File: src/rtl/regfile_write_arbiter.sv
// ============================================================================
// Module   : regfile_write_arbiter
// Brief    : Round-robin arbiter sharing the register-file write port among
//            NUM_REQ writeback sources, with a registered output stage and a
//            per-register busy scoreboard for decode hazard stalls.
// Revision : 1.0 - initial release
// ============================================================================
`default_nettype none

module regfile_write_arbiter #(
    parameter int NUM_REQ = 3,
    parameter int DATA_W  = 32,
    parameter int ADDR_W  = 5
) (
    input  logic                       clock,
    input  logic                       reset,
    input  logic                       stall,
    input  logic [NUM_REQ-1:0]         req_valid,
    input  logic [NUM_REQ*ADDR_W-1:0]  req_reg,
    input  logic [NUM_REQ*DATA_W-1:0]  req_data,
    output logic [NUM_REQ-1:0]         req_ready,
    input  logic                       reserve_valid,
    input  logic [ADDR_W-1:0]          reserve_reg,
    output logic                       regwrite,
    output logic [ADDR_W-1:0]          register_w,
    output logic [DATA_W-1:0]          write_data,
    output logic [(2**ADDR_W)-1:0]     busy
);

    localparam int                   c_PTR_W = (NUM_REQ > 1) ? $clog2(NUM_REQ) : 1;
    localparam int                   c_NREG  = 2**ADDR_W;
    localparam logic [c_PTR_W-1:0]   c_LAST  = c_PTR_W'(NUM_REQ - 1);
    localparam logic [NUM_REQ-1:0]   c_ONE   = NUM_REQ'(1);
    localparam logic [c_NREG-1:0]    c_BIT0  = c_NREG'(1);

    logic [c_PTR_W-1:0] r_ptr;
    logic               r_regwrite;
    logic [ADDR_W-1:0]  r_register_w;
    logic [DATA_W-1:0]  r_write_data;
    logic [c_NREG-1:0]  r_busy;

    logic [NUM_REQ-1:0] w_mask;
    logic [NUM_REQ-1:0] w_hi;
    logic [NUM_REQ-1:0] w_hi_pick;
    logic [NUM_REQ-1:0] w_all_pick;
    logic [NUM_REQ-1:0] w_grant;
    logic               w_grant_en;
    logic               w_accept;
    logic               w_win_live;
    logic [c_PTR_W-1:0] w_win_idx;
    logic [c_PTR_W-1:0] w_ptr_next;
    logic [ADDR_W-1:0]  w_win_reg;
    logic [DATA_W-1:0]  w_win_data;
    logic [c_NREG-1:0]  w_set_vec;
    logic [c_NREG-1:0]  w_clr_vec;
    logic [c_NREG-1:0]  w_busy_next;

    // Requesters at or above the pointer take priority over those below it.
    for (genvar i = 0; i < NUM_REQ; i++) begin : g_mask
        localparam logic [c_PTR_W-1:0] c_IDX = c_PTR_W'(i);
        assign w_mask[i] = (c_IDX >= r_ptr);
    end

    assign w_hi       = req_valid & w_mask;
    assign w_hi_pick  = w_hi & (~w_hi + c_ONE);
    assign w_all_pick = req_valid & (~req_valid + c_ONE);

    // Gating with reset keeps grants off while the block is held in reset.
    assign w_grant_en = reset & ~stall;
    assign w_grant    = !w_grant_en ? '0 : ((|w_hi) ? w_hi_pick : w_all_pick);
    assign req_ready  = w_grant;
    assign w_accept   = |w_grant;

    always_comb begin
        w_win_idx  = '0;
        w_win_reg  = '0;
        w_win_data = '0;
        for (int i = 0; i < NUM_REQ; i++) begin
            if (w_grant[i]) begin
                w_win_idx  = c_PTR_W'(i);
                w_win_reg  = req_reg[i*ADDR_W +: ADDR_W];
                w_win_data = req_data[i*DATA_W +: DATA_W];
            end
        end
    end

    assign w_ptr_next = (w_win_idx == c_LAST) ? '0 : (w_win_idx + c_PTR_W'(1));
    assign w_win_live = w_accept && (w_win_reg != '0);

    // Set is OR'd in after clear so a fresh reservation beats a retiring write.
    assign w_set_vec   = (reserve_valid && (reserve_reg != '0)) ? (c_BIT0 << reserve_reg) : '0;
    assign w_clr_vec   = w_win_live ? (c_BIT0 << w_win_reg) : '0;
    assign w_busy_next = ((r_busy & ~w_clr_vec) | w_set_vec) & ~c_BIT0;

    always_ff @(posedge clock or negedge reset) begin
        if (!reset) begin
            r_ptr        <= '0;
            r_regwrite   <= 1'b0;
            r_register_w <= '0;
            r_write_data <= '0;
            r_busy       <= '0;
        end else begin
            r_regwrite <= w_win_live;
            r_busy     <= w_busy_next;
            if (w_accept) begin
                r_ptr        <= w_ptr_next;
                r_register_w <= w_win_reg;
                r_write_data <= w_win_data;
            end
        end
    end

    assign regwrite   = r_regwrite;
    assign register_w = r_register_w;
    assign write_data = r_write_data;
    assign busy       = r_busy;

endmodule

`default_nettype wire

File: config.mk
export PLATFORM = sky130hd
export DESIGN_NAME = regfile_write_arbiter
export DESIGN_NICKNAME = d
export VERILOG_FILES = /design/src/rtl/regfile_write_arbiter.sv
export SDC_FILE = /design/constraint.sdc
export NUM_CORES = 1
export LEC_CHECK = 0
export ABC_AREA = 1
export BUFFER_PORTS_ARGS = -buffer_cell sky130_fd_sc_hd__buf_2
export CAP_MARGIN = 20
export CORE_MARGIN = 3
export CORE_UTILIZATION = 41
export DETAILED_ROUTE_END_ITERATION = 8
export GPL_TIMING_DRIVEN = 0
export HOLD_SLACK_MARGIN = 0.1
export PLACE_DENSITY = 0.76
export SYNTH_ARGS = -nofsm -noshare
export SYNTH_HDL_FRONTEND = slang
export SYNTH_SLANG_ARGS = --single-unit
File: constraint.sdc
create_clock -name clock -period 1.6 [get_ports clock]
set_clock_uncertainty 0.2 [all_clocks]
set_input_delay 0.32 -clock clock [delete_from_list [all_inputs] [get_ports clock]]
set_output_delay 0.32 -clock clock [all_outputs]
set_load 0.01 [all_outputs]
======== Word level (Yosys, flattened, before mapping) ========
Cells that the tools add are included.
Widths: inputs -> output; s select.
operators by class
  add/sub/neg operators ................... 3
  multiply operators ...................... 0
  divide/modulo/power cells ............... 0
  order comparisons ....................... 3
  equality and inequality tests ........... 1
  shift operators ......................... 2
  multiplexer cells ....................... 13
  bitwise gates (word level) .............. 10
  reduce and logical (&&, ||, !) cells .... 6
operator list
  kind                  count
  $mux 32               5
  $shl 1x5->32 const A  2
  $and 32x32->32        1
  $not 32->32           1
  $or 32x32->32         1
  $mux 5                3
  $reduce_bool 5->1     2
  $and 3x3->3           3
  $add 3x1->3 const B   2
  $mux 3                2
  $not 3->3             2
  $reduce_or 3->1       2
  $ge 1x2->1 const A    2
  $mux 2                2
  $add 2x1->2 const B   1
  $eq 2x2->1 const B    1
  $ge 2x2->1 const A    1
  $logic_and 1x1->1     2
  $and 1x1->1           1
  $mux 1                1
  $not 1->1             1
storage, ports and cells
  flip-flop bits (word level) ............. 71
  latch bits .............................. 0
  RAM bits ................................ 0
  ROM bits ................................ 0
  bits of input ports ..................... 123
  output and inout bits ................... 73
  word-level logic and storage cells ...... 43
  memories ................................ 0

======== Longest topological paths before layout ========
  depth in word-level cells ............... 16
  gate-level depth with buffers ........... 13

======== Least setup slack after synthesis ========
Ideal clock, no wire load.
  kind .................................... register to register
  start point ............................. register r_ptr[1]
  end point ............................... register r_busy[18], in the netlist busy[18]
  library setup time ...................... 0.117 ns
  data arrival time ....................... 1.465 ns
  required time ........................... 1.283 ns
  path slack .............................. -0.182 ns
  cell stages (with the launch flop) ...... 14
  buffers on the path ..................... 1
  clock period less this slack ............ 1.782 ns
  cell sequence ........................... dfrtp_1 -> inv_2 -> nand2_1 -> nand4_1 -> nand2_2 -> nand2_4 -> inv_2 -> nand2_2 -> inv_2 -> nor2_4 -> buf_6 -> nand4_1 -> nand2_1 -> nand2_1
on the way
  longest elaborated chain between the ends .. 16
  elaborated cells on any way between the ends .. 21
  classes of those cells .................. add/sub: 1; order compare: 3; shift: 1; mux: 6; bitwise: 6; reduce/logical: 4
ends and longest elaborated chain
  what                       RTL line  text
  from (decl)                36        logic [c_PTR_W-1:0] r_ptr;
  from (signal assigned)     106       r_ptr <= w_ptr_next;
  $ge 1x2->1                 61        assign w_mask[i] = (c_IDX >= r_ptr);
  $and 3x3->3 (*)            64        assign w_hi = req_valid & w_mask;
  $not 3->3                  65        assign w_hi_pick = w_hi & (~w_hi + c_ONE);
  $add 3x1->3                65
  $and 3x3->3                65
  $mux 3 (*) (2 in series)   70        assign w_grant = !w_grant_en ? '0 : ((|w_hi) ? w_hi_pick : w_all_pick);
  $mux 5 (3 in series)       79        if (w_grant[i]) begin
  $reduce_bool 5->1          88        assign w_win_live = w_accept && (w_win_reg != '0);
  $logic_and 1x1->1          88
  $mux 32 (*)                92        assign w_clr_vec = w_win_live ? (c_BIT0 << w_win_reg) : '0;
  $not 32->32 (*)            93        assign w_busy_next = ((r_busy & ~w_clr_vec) | w_set_vec) & ~c_BIT0;
  $and 32x32->32 (*)         93
  $or 32x32->32 (*)          93
  named net w_busy_next[18]  56        logic [c_NREG-1:0] w_busy_next;
  to (signal assigned)       104       r_busy <= w_busy_next;
  to (decl)                  40        logic [c_NREG-1:0] r_busy;
Mark *: on every way through the listed nets, which the timed path passes. The rest lies on a longest branch.
A chain may end at the register's enable or synchronous reset.

======== Worst setup path after layout ========
  start point ............................. register r_ptr[0]
  end point ............................... register r_write_data[23], in the netlist write_data[23]
on the way
  longest elaborated chain between the ends .. 10
  elaborated cells on any way between the ends .. 14
  classes of those cells .................. add/sub: 1; order compare: 3; mux: 5; bitwise: 3; reduce/logical: 2
ends and longest elaborated chain
  what                      RTL line  text
  $ge 1x2->1                61
  $and 3x3->3 (*)           64
  $not 3->3                 65
  $add 3x1->3               65
  $and 3x3->3               65
  $mux 3 (*) (2 in series)  70
  $mux 32 (3 in series)     79
  to (signal assigned)      108       r_write_data <= w_win_data;
  to (decl)                 39        logic [DATA_W-1:0] r_write_data;
Mark *: on every way between the ends. The rest lies on a longest branch, timed or not.

==> summary.txt <==
Worst Hold Class -> in2reg
startpoint types -> flop
Clk pwr share -> 16.1%
total wire length -> 22900 um
Gate Count Post-Synth -> 497
Pwr per Cell Area -> 1260 nW/um2
vias -> 5949
Core Area -> 8850 um2
Hold Fails Final Rpt -> 0
Seq pwr share -> 34.4%
PnR worst setup slack -> -0.710 ns
CTS tree -> yes
DIE WIDTH -> 102 um
vias in the first global route -> 6090
TritonCTS buffer count -> 9
dpl hpwl -> 9730 um
register bit total from synthesis -> 71
final cycle utilization of the critical path -> 144%
most frequent cells in the layout -> buf_2 (191), nand2_1 (167), dlygate4sd3_1 (99)
Worst setup EP type -> flop
largest net degree at the start of global routing -> 37
fin. max-slew vios -> 0
relative slew slack -> 66.1%
Ports -> 196
# Max-Cap Violations -> 0
cell area after layout -> 7280 um2
root buf cell -> clkbuf_8
top cells by area, synth -> dfrtp_1 (47%), nand2_1 (19%), nand4_1 (9.7%)
Syn-to-layout area delta -> 91.7%
hold depth -> 4
drc violations -> 0
outcome -> complete, but fails checks
Total GRT Usage -> 40.9%
drt first pass iters -> 7
Sw Pwr -> 3.94 mW
critical path arrival -> 2.29 ns
syn nets -> 620
most common library cell in the layout ignoring fill and taps -> buf_2
Max VDD drop -> 0.640 mV
setup violators final -> 74
setup repair after global routing missed its margin -> true
Synth area leader -> dfrtp_1
Initial Utilization -> 42.9%
unique cell type count in the Yosys netlist -> 26
fin nets -> 980
H-tree depth -> 3
logic gate share of total power -> 49.5%
ratio of cells with drive above 1 in the final layout -> 45.2%
Reg clk slew, reported paths -> 0.10 ns
register area share after synthesis -> 46.8%
fmax -> 433 MHz
Port Buffers -> 193
Fill cells -> 479
Die Area -> 10500 um2
drt initial violations -> 575
WL per Instance -> 23.5 um
Worst Reg2Reg Path Length in Cells -> 11
Synth Warn # -> 0
maximum clock insertion buffer count -> 2
Post-Syn Area -> 3800 um2
LEAKAGE -> 3.70 nW
CP Max Fanout -> 5
Cell Int Power -> 5.24 mW
# rows -> 34
Least-Margin Pin Slew -> 0.508 ns
first-pass GRT wire length -> 32000 um
failing checks -> setup timing
post-route minimum period -> 2.31 ns
syn avg cell area -> 7.65 um2
Sink Count -> 71
Post-Route Setup TNS -> -41.19 ns
Placement Cell Area -> 4990 um2
ANT nets after route -> 0
switching part of the total -> 43.0%
gr ovfl total -> 0
initial antenna violation count -> 4
final RePlAce weighted congestion -> 0.882
post-synth top area share -> 46.8%
Chip Height -> 102 um
clk_lat worst skew -> 0.35 ns
Worst Path Required -> 1.58 ns
critical path class -> reg2reg
Overall Power -> 9.18 mW
vias per cell -> 6.11
==> power by group through the flow <==
stage | Combinational [mW] | Sequential [mW] | Clock (mW)
5_1_grt | 4.87 | 3.25 | 1.51
4_1_cts | 3.89 | 2.99 | 1.40
6_report | 4.54 | 3.16 | 1.48
3_3_place_gp | 2.94 | 2.96 | 0
2_1_floorplan | 1.31 | 3.30 | 0
3_5_place_dp | 3.00 | 2.98 | 0
==> synthesized netlist by cell type <==
library cell	count
nand2_1	196
dfrtp_1	71
nand3_1	69
nand4_1	59
clkbuf_1	14
nor2_1	14
inv_1	13
inv_2	10
nand2_2	7
nor2_2	6
buf_4	5
nand3_2	5
buf_2	4
buf_6	3
nor2_4	3
nor3_1	3
nor4_1	3
buf_1	2
o21ai_0	2
o21ai_2	2
clkinv_1	1
conb_1	1
nand2_4	1
nor2_8	1
o211ai_2	1
o21ai_1	1
==> per-stage QoR <==
| stage | hold slack [ns] | setup slack [ns] | instances | utilization, % |
|---|---|---|---|---|
| 2_1_floorplan | -0.176 | -0.143 | 497 | - |
| 3_3_place_gp | 0.256 | -1.83 | 798 | 56.4 |
| 5_1_grt | 0.148 | -1.20 | 970 | 82.2 |
| 4_1_cts | 0.110 | -0.437 | 961 | 80.1 |
| 6_report | 0.110 | -0.710 | 973 | 82.3 |
| 3_5_place_dp | 0.258 | -1.30 | 798 | 56.4 |
==> worst paths after layout <==
path / endpoint / slack (ns) / start
setup / recovery: write_data[23] / -0.71 / r_ptr[0]
hold / removal: busy[20] / 0.11 / reserve_reg[3]
setup reg to reg: write_data[23] / -0.71 / r_ptr[0]
hold reg to reg: busy[26] / 0.27 / busy[26]
max in group asynchronous: busy[15] / 0.59 / reset
min in group asynchronous: r_ptr[0] / 0.36 / reset
==> metal layers <==
layer,vias to the layer above,share of wire [%],GRT usage [%]
li1,2393,-,-
met1,2695,32,44.0
met2,609,46,66.2
met3,246,11,13.7
met4,6,10,31.5
met5,-,0.15,0
==> flip-flops by register name, summed over array words and instances (netlist names) <==
name and count:
busy 31, r_ptr 2, register_w 5, regwrite 1, write_data 32
==> critical path: stages, from the launching register on <==
cell and delay [ns]:
dfrtp_1 0.47, nor2_2 0.08, o21ai_2 0.22, nand2_2 0.15, nor2_8 0.16, buf_8 0.16
nor2_4 0.06, buf_8 0.13, buf_6 0.12, buf_6 0.12, nand3_2 0.07, nand4_1 0.20
==> area by class of cell <==
class,count,area (um2),area share (%)
antenna,4,10.0,0.137
buffer,25,288,3.95
clock buffer,11,131,1.80
clock inverter,4,47.5,0.653
inverter,24,108,1.48
multi-input combinational,374,2170,29.7
sequential,71,1780,24.4
tap,108,135,1.86
timing repair buffer,352,2620,36.0
==> logic make-up after synthesis <==
group	Yosys count	share of synthesized area, %
flip-flops	71	46.8
buffers and inverters	52	6.36
other	1	0.0987
AND/OR/NAND/NOR	367	45.6
AO/OA/AOI/OAI	6	1.19
==> what timing repair did <==
item                       CTS  global route
hold endpoints to repair   105             0
buffers inserted            37            13
setup endpoints to repair   74            74
resized for setup          125            42
hold buffers               100             0
pin swaps                   35            33
gates cloned                11             0
No activity file was read; power rests on OpenSTA's default activity.
